===== src/rtl/mem_pkg.sv =====
// Shared types and constants for the memory-stage access controller.
package mem_pkg;

  typedef enum logic [1:0] {
    ST_IDLE,
    ST_WAIT,
    ST_DONE,
    ST_DRAIN
  } mem_state_t;

  localparam logic [31:0] BAD_RESULT      = 32'h0;
  localparam int          DEFAULT_TIMEOUT = 255;

endpackage


===== src/rtl/timeout_ctr.sv =====
// Loadable up-counter with clear and enable; o_tc flags r_cnt == i_tc_val.
module timeout_ctr #(
  parameter int CNT_W = 8
) (
  input  logic             clk,
  input  logic             rst,
  input  logic             i_clr,
  input  logic             i_load,
  input  logic [CNT_W-1:0] i_load_val,
  input  logic             i_en,
  input  logic [CNT_W-1:0] i_tc_val,
  output logic             o_tc
);

  logic [CNT_W-1:0] r_cnt;

  always_ff @(posedge clk) begin
    if (rst || i_clr) begin
      r_cnt <= '0;
    end else if (i_load) begin
      r_cnt <= i_load_val;
    end else if (i_en) begin
      r_cnt <= r_cnt + CNT_W'(1);
    end
  end

  assign o_tc = (r_cnt == i_tc_val);

endmodule


===== src/rtl/mem_access_unit.sv =====
// Memory-stage req/ack access controller: stalls the pipeline until the data
// memory acks, presents load data, and bounds every wait with a timeout.
//
// state    | meaning
// ---------+----------------------------------------------------------
// IDLE     | no access outstanding; issue when a load/store is in MEM
// WAIT     | request on the bus, pipeline stalled
// DONE     | result valid, stall released for one cycle
// DRAIN    | flushed while outstanding; finish the bus cycle, drop data
import mem_pkg::*;

module mem_access_unit #(
  parameter int ADDR_W         = 22,
  parameter int TIMEOUT_CYCLES = DEFAULT_TIMEOUT,
  parameter int CNT_W          = 8
) (
  input  logic              clk,
  input  logic              rst,
  input  logic              flush,
  input  logic              hlt,
  input  logic              MEM_mem_read,
  input  logic              MEM_mem_write,
  input  logic [31:0]       MEM_ALU_result,
  input  logic [31:0]       MEM_store_data,
  output logic              mem_req,
  output logic              mem_we,
  output logic [ADDR_W-1:0] mem_addr,
  output logic [31:0]       mem_wdata,
  input  logic              mem_ack,
  input  logic [31:0]       mem_rdata,
  output logic [31:0]       MEM_mem_result,
  output logic              mem_stall,
  output logic              bus_err
);

  localparam logic [CNT_W-1:0] TC_VAL = CNT_W'(TIMEOUT_CYCLES - 1);

  mem_state_t        r_state;
  logic              r_req;
  logic              r_we;
  logic [ADDR_W-1:0] r_addr;
  logic [31:0]       r_wdata;
  logic [31:0]       r_result;
  logic              r_bus_err;
  logic              r_flushed;

  logic w_access;
  logic w_issue;
  logic w_busy;
  logic w_squash;
  logic w_tc;
  logic [31-ADDR_W:0] w_unused_addr_hi;

  assign w_unused_addr_hi = MEM_ALU_result[31:ADDR_W];

  always_comb begin
    w_access  = (MEM_mem_read | MEM_mem_write) & ~flush & ~hlt;
    w_issue   = (r_state == ST_IDLE) & w_access;
    w_busy    = (r_state == ST_WAIT) | (r_state == ST_DRAIN);
    w_squash  = flush | r_flushed;
    mem_stall = w_issue | w_busy;
  end

  timeout_ctr #(.CNT_W(CNT_W)) u_timeout_ctr (
    .clk        (clk),
    .rst        (rst),
    .i_clr      (w_issue),
    .i_load     (1'b0),
    .i_load_val ('0),
    .i_en       (w_busy),
    .i_tc_val   (TC_VAL),
    .o_tc       (w_tc)
  );

  always_ff @(posedge clk) begin
    if (rst) begin
      r_state   <= ST_IDLE;
      r_req     <= 1'b0;
      r_we      <= 1'b0;
      r_addr    <= '0;
      r_wdata   <= '0;
      r_result  <= '0;
      r_bus_err <= 1'b0;
      r_flushed <= 1'b0;
    end else begin
      case (r_state)
        ST_IDLE: begin
          if (w_access) begin
            r_addr  <= MEM_ALU_result[ADDR_W-1:0];
            r_wdata <= MEM_store_data;
            r_we    <= ~MEM_mem_read;
            r_req   <= 1'b1;
            r_state <= ST_WAIT;
          end
        end
        ST_WAIT, ST_DRAIN: begin
          // A squashed access still completes on the bus; only its result is dropped.
          if (mem_ack) begin
            r_req     <= 1'b0;
            r_we      <= 1'b0;
            r_flushed <= 1'b0;
            if (w_squash) begin
              r_state <= ST_IDLE;
            end else begin
              if (!r_we) r_result <= mem_rdata;
              r_state <= ST_DONE;
            end
          end else if (w_tc) begin
            r_req     <= 1'b0;
            r_we      <= 1'b0;
            r_flushed <= 1'b0;
            r_bus_err <= 1'b1;
            if (w_squash) begin
              r_state <= ST_IDLE;
            end else begin
              r_result <= BAD_RESULT;
              r_state  <= ST_DONE;
            end
          end else if (flush) begin
            r_flushed <= 1'b1;
            r_state   <= ST_DRAIN;
          end
        end
        ST_DONE: r_state <= ST_IDLE;
        default: r_state <= ST_IDLE;
      endcase
    end
  end

  assign mem_req        = r_req;
  assign mem_we         = r_we;
  assign mem_addr       = r_addr;
  assign mem_wdata      = r_wdata;
  assign MEM_mem_result = r_result;
  assign bus_err        = r_bus_err;

endmodule


===== config.mk =====
export PLATFORM = sky130hd
export DESIGN_NAME = mem_access_unit
export DESIGN_NICKNAME = d
export VERILOG_FILES = /design/src/rtl/mem_pkg.sv /design/src/rtl/timeout_ctr.sv /design/src/rtl/mem_access_unit.sv
export SDC_FILE = /design/constraint.sdc
export NUM_CORES = 1
export LEC_CHECK = 0
export CAP_MARGIN = 15
export CORE_ASPECT_RATIO = 0.5
export CORE_MARGIN = 1.5
export CORE_UTILIZATION = 48
export CTS_BUF_LIST = sky130_fd_sc_hd__clkbuf_2
export CTS_CLUSTER_SIZE = 40
export DETAILED_ROUTE_END_ITERATION = 8
export GPL_TIMING_DRIVEN = 0
export PLACE_DENSITY = 0.88
export SLEW_MARGIN = 20
export SYNTH_ARGS = -nofsm -noshare
export SYNTH_HDL_FRONTEND = slang
export SYNTH_HIERARCHICAL = 1
export SYNTH_SLANG_ARGS = --single-unit

===== constraint.sdc =====
create_clock -name clk -period 3.4 [get_ports clk]
set_input_delay 1.02 -clock clk [delete_from_list [all_inputs] [get_ports clk]]
set_output_delay 1.02 -clock clk [all_outputs]
set_load 0.02 [all_outputs]

Word-level counts from Yosys, hierarchy flattened
Index checks and enable logic that the tools add are counted.

storage, ports and cells
  flip-flop bits (word level) = 100
  word-level logic and storage cells = 62
  input bits = 103
  output and inout bits = 90

operators by class
  multiplexer cells = 20
  reduce and logical (&&, ||, !) cells = 12
  $add $sub $neg = 1
  bitwise operators = 12
  equal/unequal tests = 8

operators by type and width
  operator             count
  $mux 32              5
  $mux 2               5
  $add 8x1->8 const B  1
  $eq 8x8->1 const B   1
  $mux 1               7
  $pmux 2 s3           1
  $reduce_and 2->1     3
  $reduce_and 3->1     2
  $not 1->1            5
  $eq 2x2->1 const B   2
  $ne 2x2->1 const B   2
  $ne 4x3->1 const B   1
  $or 1x1->1           4
  $pmux 1 s2           2
  $reduce_and 4->1     1
  $reduce_bool 2->1    2
  $and 1x1->1          3
  $ne 3x2->1 const B   1
  $reduce_bool 3->1    1
  $eq 2x1->1 const B   1
  $logic_not 2->1      1
  $reduce_or 2->1      1
  $logic_or 1x1->1     1

Logic depth before layout (Yosys ltp)
Gate-level depths: netlist (run 1).

  word-level depth = 5
  gate-level depth with buffers = 8
  depth with buffers taken out = 6

By module
The synthesis (run 1) kept the hierarchy.

modules (own cells, without submodules)
  module           cells each  times used  area each (sq um)  seq. area each (sq um)
  mem_access_unit  414         1           4257.8             1841.8
  timeout_ctr      59          1           528.0              160.2

Worst setup path before layout (run 1)
OpenSTA, ideal clock, no wires.

  path type = input to output
  from = in flush
  to = out mem_stall
  data required time = 2.380 ns
  arrival = 1.523 ns
  path slack = 0.857 ns
  buffers on the path = 0
  cell stages on the path = 3
  cell sequence = nor4_4 -> o21ai_2 -> nand2b_1

between the ends
  word-level cells in the longest chain between the ends = 5

ends and longest elaborated chain
  item                      RTL line               source
  from (decl)               mem_access_unit.sv:19  input logic flush,
  $not 1->1                 mem_access_unit.sv:57  w_access = (MEM_mem_read | MEM_mem_write) & ~flush & ~hlt;
  $and 1x1->1 (2 in a row)  mem_access_unit.sv:57
  $and 1x1->1               mem_access_unit.sv:58  w_issue = (r_state == ST_IDLE) & w_access;
  $or 1x1->1                mem_access_unit.sv:61  mem_stall = w_issue | w_busy;
  to (decl)                 mem_access_unit.sv:32  output logic mem_stall,

No other way between the ends.

Worst setup path in the final report (run 1)
Same ends and word-level chain as after synthesis.

==> results of run 1 <==
## metrics by stage
step | utilization [%] | hold slack, ps | power (mW) | cell area (um2) | TNS [ps]
after floorplan | - | 484 | 1.50 | 4850 | 0
after global routing | 72.8 | 507 | 2.44 | 6970 | 0
after CTS | 72.8 | 492 | 2.35 | 6970 | 0
final | 72.8 | 491 | 2.33 | 6970 | 0
after global placement | 71.5 | 456 | 1.72 | 6840 | -253
after detailed placement | 71.5 | 463 | 1.72 | 6840 | -278
## cells in the mapped netlist (all sizes together) (2+ instances only)
| cell type | n | area [um2] |
|---|---|---|
| nand3b | 33 | 248 |
| o211a | 3 | 30.0 |
| or3 | 2 | 12.5 |
| dfxtp | 100 | 2000 |
| xnor2 | 9 | 78.8 |
| inv | 2 | 7.51 |
| buf | 15 | 186 |
| nor2 | 7 | 26.3 |
| xor2 | 3 | 26.3 |
| nand4 | 5 | 37.5 |
| a31oi | 3 | 18.8 |
| nor3b | 2 | 15.0 |
| o21ai | 9 | 48.8 |
| nand2 | 4 | 15.0 |
| conb | 2 | 7.51 |
| nand2b | 143 | 895 |
| clkbuf | 23 | 86.3 |
| nor2b | 2 | 12.5 |
| a21oi | 7 | 35.0 |
| mux2i | 87 | 871 |
## final cells by class
cell class | count | share of cell area [%]
plain buffers | 38 | 3.92
flip-flops and latches | 100 | 28.7
multi-input cells | 350 | 36.8
clock inverters | 5 | 1.11
repair buffers | 182 | 26.1
well taps | 135 | 2.42
inverters | 3 | 0.180
clock buffers | 10 | 0.718
## kinds of logic after synthesis
kind of cell	count (synthesis)	share of synthesized area, %
AND/OR/NAND/NOR	203	27.7
flip-flops	100	41.8
multiplexers	88	18.4
buffers and inverters	41	5.96
AO/OA/AOI/OAI	26	3.45
XOR/XNOR	12	2.20
other	2	0.157
adder cells (fa/ha/maj)	1	0.261
## power groups by stage
stage | clock, mW | combinational, mW | sequential [mW]
global route | 0.692 | 0.488 | 1.25
floorplan | 0 | 0.193 | 1.31
global placement | 0 | 0.450 | 1.27
CTS | 0.648 | 0.458 | 1.25
detailed placement | 0 | 0.455 | 1.27
finish | 0.630 | 0.454 | 1.25
## worst max-delay path by stage
stage / startpoint / endpoint / slack, ps
after floorplan: flush / mem_stall / 860
after global placement: flush / mem_stall / -250
after detailed placement: flush / mem_stall / -280
after CTS: flush / mem_stall / 10
after global routing: flush / mem_stall / 120
final: flush / mem_stall / 180
## layout by cell type, fill, tap and decap left out, types with 4 or more instances in the layout
master           instances
xnor2_1                  9
clkdlybuf4s50_1        181
buf_6                    5
conb_1                  20
o21ai_0                  8
nand2_1                  4
nand3b_1                33
clkbuf_1                23
buf_12                   5
dfxtp_1                100
clkbuf_2                11
nand2b_1               143
nand4_1                  4
nor2_1                   7
a21oi_1                  7
mux2i_1                 87
## metal layers
layer  up-vias  GRT usage (%)  part of all wire (%)
met5         -              0                     0
met1      1813           26.8                    43
met4         0           8.42                   3.2
met3        25           7.69                   6.5
met2       115           38.5                    47
li1       1980              -                     -
## sequential cells by signal, summed over array words and instances, names as in the netlist
name                 count
bus_err                  1
MEM_mem_result          32
mem_wdata               32
mem_addr                22
mem_req                  1
r_flushed                1
mem_we                   1
u_timeout_ctr/r_cnt      8
r_state                  2
## timing repair
item	4_1_cts	5_1_grt
endpoints found under the setup margin	1	1
resized for setup	2	1
cloned	0	0
## critical path: cells and delay by family
kind | cells | cell delay [ps]
AND/OR/NAND/NOR | 2 | 370
buffers and inverters | 2 | 670
AO/OA/AOI/OAI | 1 | 140
==> flow_metrics.env, run 1 <==
export IMPL_outcome="finished clean"
export IMPL_cts_hold_buf=0
export IMPL_syn_cell_area_mm2=0.00479
export IMPL_pre_cts_slack_ps=-278
export IMPL_drt_first_pass_iters=4
export IMPL_clkTransAtPathRegs_ps=260
export IMPL_dp_cells=808
export IMPL_crit_arrival_ps=2200
export IMPL_endpoint_kind="output pin"
export IMPL_grt_overflow=0
export IMPL_finalMaxSlewViolations=0
export IMPL_syn_avg_cell_area_um2=10.1
export IMPL_multi_input_area_mm2=0.00257
export IMPL_numClockSinks=100
export IMPL_hold_start="MEM_mem_result[9]"
export IMPL_r2r_end="MEM_mem_result[6]"
export IMPL_cts_tree="done"
export IMPL_drt_initial_drc_count=87
export IMPL_fp_dieW_um=144
export IMPL_pwr_share_clk_pct=27.0
export IMPL_cp_cell_sequence="clkdlybuf4s50_1 > nor4_4 > o21ai_2 > nand2b_1 > clkbuf_2"
export IMPL_synthDistinctLibCells=37
export IMPL_antenna_found_initial=0
export IMPL_grt_pass1_wl_um=18700
export IMPL_post_cts_buffers=0
export IMPL_grt_pass1_vias=3929
export IMPL_post_dp_hpwl_um=8940
export IMPL_synth_warnings=6
export IMPL_min_path_type="reg2reg"
export IMPL_worstPathMaxFanout=4
export IMPL_vias_per_cell=4.78
export IMPL_start_util_pct=50.0
export IMPL_pwr_share_comb_pct=19.5
export IMPL_synth_edf_count=0
export IMPL_portBuffers=182
export IMPL_required_ps=2380
export IMPL_clk_path_buf_depth=2
export IMPL_ioPinCount=193
export IMPL_drcViolationCount=0
export IMPL_p_leak_nw=2.45
export IMPL_ys_ff_latch=100
export IMPL_synth_seq_area_share_pct=41.8
export IMPL_routed_wl_um=11800
export IMPL_min_to="MEM_mem_result[9]"
export IMPL_critical_path_max_stage_delay_ps=500
export IMPL_power_density_mw_per_mm2=335
export IMPL_antenna_left=0
export IMPL_grt_max_degree=16
export IMPL_dieArea_mm2=0.0106
export IMPL_async_reset_ff_share_pct=0
export IMPL_r2r_start="u_timeout_ctr/r_cnt[3]"
export IMPL_die_h_um=73.6
export IMPL_drive_gt1_share_pct=5.38
export IMPL_min_period_ps=3220
export IMPL_peakVddDrop_uv=209
export IMPL_grt_usage_pct=22.6
export IMPL_fill_cells=733
export IMPL_final_cells=823
export IMPL_crit_slowest_cell="clkdlybuf4s50_1"
export IMPL_pwr_share_seq_pct=53.5
export IMPL_cts_root_buffer="clkbuf_2"
export IMPL_synth_ff_type="dfxtp_1"
export IMPL_rsz0062_at_grt="no"
export IMPL_gp_congestion=0.788
export IMPL_cp_start_kind="primary input"
export IMPL_worstSetupPathType="in2out"
export IMPL_worstSkewPairLatency_ps=590
export IMPL_fin_ws_ps=177
export IMPL_p_switching_mw=0.610
export IMPL_wire_per_inst_um=14.4
export IMPL_finalNetCount=788
export IMPL_finClkSkew_ps=20.5
export IMPL_synth_cells=473
export IMPL_regToRegSetupSlack_ps=1390
export IMPL_fp_coreArea_mm2=0.00957
export IMPL_hold_violations=0
export IMPL_cts_buffers=9
export IMPL_setup_viol=0
export IMPL_areaGrowthSynthToFinish_pct=45.6
export IMPL_max_freq_ghz=0.310
export IMPL_antenna_cells=0
export IMPL_p_int_mw=1.72
export IMPL_rows=25
export IMPL_vias=3933
export IMPL_netSwitchingFraction_pct=26.1
export IMPL_reg2regPathDepth=8
export IMPL_post_route_period_util_pct=94.8
export IMPL_hold_path_depth=2
export IMPL_cap_violations=0
export IMPL_seq_area_mm2=0.00200
export IMPL_h_tree_depth=3
(Power assumes the default switching activity.)
==> run 2, diff against run 1 <==
--- a/config.mk
+++ b/config.mk
@@ -5,15 +5,15 @@
 export SDC_FILE = /design/constraint.sdc
 export NUM_CORES = 1
 export LEC_CHECK = 0
-export CAP_MARGIN = 15
+export CAP_MARGIN = 20
 export CORE_ASPECT_RATIO = 0.5
 export CORE_MARGIN = 1.5
-export CORE_UTILIZATION = 48
+export CORE_UTILIZATION = 30
 export CTS_BUF_LIST = sky130_fd_sc_hd__clkbuf_2
 export CTS_CLUSTER_SIZE = 40
 export DETAILED_ROUTE_END_ITERATION = 8
 export GPL_TIMING_DRIVEN = 0
-export PLACE_DENSITY = 0.88
+export PLACE_DENSITY = 0.58
 export SLEW_MARGIN = 20
 export SYNTH_ARGS = -nofsm -noshare
 export SYNTH_HDL_FRONTEND = slang
==> flow_metrics.env, run 2 (same netlist as run 1, synthesis figures left out) <==
export IMPL_fp_coreArea_mm2=0.0155
export IMPL_clk_path_buf_depth=2
export IMPL_fp_dieW_um=182
export IMPL_dp_cells=877
export IMPL_worstSetupPathType="in2out"
export IMPL_cts_buffers=9
export IMPL_ioPinCount=193
export IMPL_p_int_mw=1.65
export IMPL_crit_arrival_ps=2190
export IMPL_drt_first_pass_iters=4
export IMPL_portBuffers=182
export IMPL_endpoint_kind="output pin"
export IMPL_grt_pass1_wl_um=20800
export IMPL_clkTransAtPathRegs_ps=250
export IMPL_areaGrowthSynthToFinish_pct=47.1
export IMPL_drcViolationCount=0
export IMPL_grt_max_degree=17
export IMPL_peakVddDrop_uv=138
export IMPL_power_total_mw=2.28
export IMPL_gp_congestion=0.742
export IMPL_pwr_share_clk_pct=25.2
export IMPL_power_density_mw_per_mm2=324
export IMPL_final_cells=894
export IMPL_antenna_left=0
export IMPL_cap_violations=0
export IMPL_h_tree_depth=3
export IMPL_grt_overflow=0
export IMPL_routed_wl_um=12900
export IMPL_fin_tns_setup_ps=0
export IMPL_min_path_type="reg2reg"
export IMPL_dieArea_mm2=0.0168
export IMPL_dpl_cell_area_mm2=0.00693
export IMPL_fin_ws_ps=190
export IMPL_numClockSinks=100
export IMPL_worstPathMaxFanout=4
export IMPL_pwr_share_seq_pct=54.8
export IMPL_die_h_um=92.3
export IMPL_cts_hold_buf=0
export IMPL_hold_violations=0
export IMPL_rsz0062_at_grt="no"
export IMPL_layout_commonest_cell="clkdlybuf4s50_1"
export IMPL_finalNetCount=788
export IMPL_outcome="finished clean"
export IMPL_grt_pass1_vias=4046
export IMPL_worstSkewPairLatency_ps=570
export IMPL_wire_per_inst_um=14.5
export IMPL_rows=32
export IMPL_grt_usage_pct=15.6
export IMPL_post_route_period_util_pct=94.4
export IMPL_max_freq_ghz=0.312
export IMPL_cp_start_kind="primary input"
export IMPL_p_leak_nw=2.44
export IMPL_start_util_pct=30.9
export IMPL_vias=3890
export IMPL_pre_cts_slack_ps=-272
export IMPL_antenna_found_initial=1
export IMPL_drt_initial_drc_count=95
export IMPL_fin_area_mm2=0.00704
export IMPL_finalMaxSlewViolations=0
export IMPL_mostFrequentLayoutCells="clkdlybuf4s50_1 (181), nand2b_1 (143), dfxtp_1 (100)"
export IMPL_finClkSkew_ps=45.3
export IMPL_cts_root_buffer="clkbuf_2"
export IMPL_min_period_ps=3210
export IMPL_p_switching_mw=0.629
export IMPL_setup_viol=0
export IMPL_post_dp_hpwl_um=9630
export IMPL_netSwitchingFraction_pct=27.6
export IMPL_required_ps=2380
export IMPL_vias_per_cell=4.35
export IMPL_pwr_share_comb_pct=20.0
export IMPL_cts_tree="done"
export IMPL_drive_gt1_share_pct=5.22
-- run 2: power by group through the flow --
stage / Clock [mW] / Sequential [mW] / Combinational, mW
6_report: 0.574 / 1.25 / 0.457
5_1_grt: 0.666 / 1.26 / 0.494
4_1_cts: 0.615 / 1.25 / 0.464
3_5_place_dp: 0 / 1.27 / 0.462
3_3_place_gp: 0 / 1.27 / 0.461
2_1_floorplan: 0 / 1.31 / 0.193
-- run 2: final timing paths --
| path | endpoint | from | cells after the start | slack [ps] |
|---|---|---|---|---|
| worst max-delay path | mem_stall | flush | 5 | 190 |
| worst min-delay path | mem_wdata[15] | mem_wdata[15] | 2 | 490 |
| worst min register to register | mem_wdata[15] | mem_wdata[15] | 2 | 490 |
| worst max register to register | MEM_mem_result[7] | u_timeout_ctr/r_cnt[3] | 8 | 1340 |
-- run 2: metal layers --
metal / track usage [%] / wire length, um / vias to the layer above
met5: 0 / 0 / -
met4: 2.92 / 76 / 0
met3: 3.66 / 512 / 6
met2: 28.4 / 6470 / 82
met1: 18.9 / 5860 / 1822
li1: - / - / 1980
-- run 2: final cells by class --
| class | count | area (um2) |
|---|---|---|
| Fill cell | 1512 | 8460 |
| Multi-Input combinational cell | 350 | 2570 |
| Sequential cell | 100 | 2000 |
| Timing Repair Buffer | 182 | 1820 |
| Buffer | 38 | 273 |
| Tap cell | 204 | 255 |
| Clock inverter | 7 | 66.3 |
| Clock buffer | 9 | 45.0 |
| Inverter | 3 | 12.5 |
| Antenna cell | 1 | 2.50 |
-- run 2: repair_timing --
action | in CTS | in global routing
endpoints found under the setup margin | 1 | 1
gates resized for setup | 1 | 2
pin swaps | 0 | 0
buffers inserted | 0 | 0
gates cloned | 0 | 0
-- run 2: worst max-delay path: stages --
cell	delay [ps]
clkdlybuf4s50_1	500
nor4_4	280
o21ai_2	130
nand2b_1	90
clkbuf_2	170
-- run 2: through the flow --
step / hold slack (ps) / utilization, %
6_report: 487 / 45.4
5_1_grt: 504 / 45.4
4_1_cts: 492 / 45.4
3_5_place_dp: 462 / 44.7
3_3_place_gp: 457 / 44.7
2_1_floorplan: 484 / -
==> run 3, diff against run 2 <==
--- a/config.mk
+++ b/config.mk
@@ -7,7 +7,7 @@
 export LEC_CHECK = 0
 export CAP_MARGIN = 20
 export CORE_ASPECT_RATIO = 0.5
-export CORE_MARGIN = 1.5
+export CORE_MARGIN = 2
 export CORE_UTILIZATION = 30
 export CTS_BUF_LIST = sky130_fd_sc_hd__clkbuf_2
 export CTS_CLUSTER_SIZE = 40
==> flow_metrics.env, run 3 (same netlist as run 1, synthesis figures left out) <==
export IMPL_grt_pass1_wl_um=20200
export IMPL_drcViolationCount=0
export IMPL_dpl_cell_area_mm2=0.00693
export IMPL_cp_start_kind="primary input"
export IMPL_drt_initial_drc_count=132
export IMPL_r2r_end="MEM_mem_result[1]"
export IMPL_multi_input_area_mm2=0.00257
export IMPL_routed_wl_um=12800
export IMPL_vias_per_cell=4.29
export IMPL_post_route_period_util_pct=98.1
export IMPL_p_leak_nw=2.47
export IMPL_finalNetCount=788
export IMPL_dieArea_mm2=0.0170
export IMPL_setup_viol=0
export IMPL_endpoint_kind="output pin"
export IMPL_drive_gt1_share_pct=5.22
export IMPL_cts_tree="done"
export IMPL_gp_congestion=0.725
export IMPL_vias=3835
export IMPL_crit_arrival_ps=2320
export IMPL_grt_overflow=0
export IMPL_mostFrequentLayoutCells="clkdlybuf4s50_1 (181), nand2b_1 (143), dfxtp_1 (100)"
export IMPL_hold_path_depth=2
export IMPL_numClockSinks=100
export IMPL_hold_violations=0
export IMPL_layout_commonest_cell="clkdlybuf4s50_1"
export IMPL_worstSkewPairLatency_ps=610
export IMPL_min_path_type="reg2reg"
export IMPL_rsz0062_at_grt="no"
export IMPL_cap_violations=0
export IMPL_antenna_left=0
export IMPL_fin_area_mm2=0.00709
export IMPL_worstSetupPathType="in2out"
export IMPL_outcome="finished clean"
export IMPL_die_h_um=93.3
export IMPL_cts_hold_buf=0
export IMPL_fin_tns_setup_ps=0
export IMPL_clkTransAtPathRegs_ps=280
export IMPL_r2r_start="u_timeout_ctr/r_cnt[2]"
export IMPL_utilization_pct=45.8
export IMPL_ioPinCount=193
export IMPL_grt_max_degree=17
export IMPL_h_tree_depth=3
export IMPL_portBuffers=182
export IMPL_antenna_found_initial=0
export IMPL_seq_area_mm2=0.00200
export IMPL_min_period_ps=3340
export IMPL_required_ps=2380
export IMPL_min_to="MEM_mem_result[29]"
export IMPL_reg2regPathDepth=8
export IMPL_start_util_pct=30.9
export IMPL_finalMaxSlewViolations=0
export IMPL_wire_per_inst_um=14.3
export IMPL_clk_path_buf_depth=2
export IMPL_hold_start="MEM_mem_result[29]"
export IMPL_regToRegSetupSlack_ps=1330
export IMPL_fp_coreArea_mm2=0.0155
export IMPL_max_freq_ghz=0.300
export IMPL_finClkSkew_ps=27.2
export IMPL_fp_dieW_um=183
export IMPL_power_density_mw_per_mm2=345
export IMPL_peakVddDrop_uv=168
export IMPL_worstPathMaxFanout=4
export IMPL_post_dp_hpwl_um=9430
export IMPL_antenna_cells=0
export IMPL_rows=32
export IMPL_grt_pass1_vias=3876
export IMPL_areaGrowthSynthToFinish_pct=48.2
export IMPL_grt_usage_pct=15.2
export IMPL_drt_first_pass_iters=4
export IMPL_cts_root_buffer="clkbuf_2"
export IMPL_cts_buffers=9
export IMPL_fill_cells=1506
run 3: cell types whose count changed in the layout (fill, tap and decap cells not counted):
cell	change
bufinv_16	+2
clkbuf_2	-1
clkdlybuf4s15_2	+1
clkinv_2	-1
clkinv_4	+2
clkinvlp_4	-2
diode_2	-1
inv_6	-1
run 3: timing repair:
action / 4_1_cts / 5_1_grt
gates resized for setup: 3 / 0
setup endpoints to repair: 1 / 0
buffers inserted: 0 / 0
run 3: per-layer routing:
layer / share of wire, % / track usage [%] / vias up
li1: - / - / 1978
met1: 47 / 19.6 / 1777
met2: 48 / 25.7 / 72
met3: 4.0 / 4.09 / 8
met4: 0.78 / 3.23 / 0
met5: 0 / 0 / -
run 3: layout make-up:
type	instances	share of cell area, %
flip-flops and latches	100	28.2
multi-input cells	350	36.2
repair buffers	182	25.7
clock buffers	9	0.635
clock inverters	7	1.62
well taps	204	3.60
inverters	3	0.176
plain buffers	38	3.85
run 3: how the worst max path moves through the flow:
stage	startpoint	depth (start not counted)	slack [ps]	to
floorplan	flush	3	860	mem_stall
detailed placement	flush	5	-310	mem_stall
CTS	flush	5	50	mem_stall
global route	flush	5	10	mem_stall
global placement	flush	5	-290	mem_stall
finish	flush	5	60	mem_stall
run 3: worst max-delay path: stages:
cell and delay (ps):
clkdlybuf4s50_1 500, nor4_4 290, o21ai_2 140, nand2b_1 100, clkdlybuf4s15_2 270
run 3: where the power goes:
group | total (mW) | internal, mW | switching, mW
Clock | 0.740 | 0.314 | 0.426
Combinational | 0.457 | 0.265 | 0.192
Sequential | 1.25 | 1.22 | 0.0284
run 3: metrics by stage:
stage,hold WS (ps),worst slack (ps),power [mW],cells
finish,491,64.7,2.44,893
global route,504,9.59,2.58,893
CTS,489,50.3,2.50,893
detailed placement,461,-306,1.73,877
global placement,458,-290,1.73,877
floorplan,484,857,1.50,491
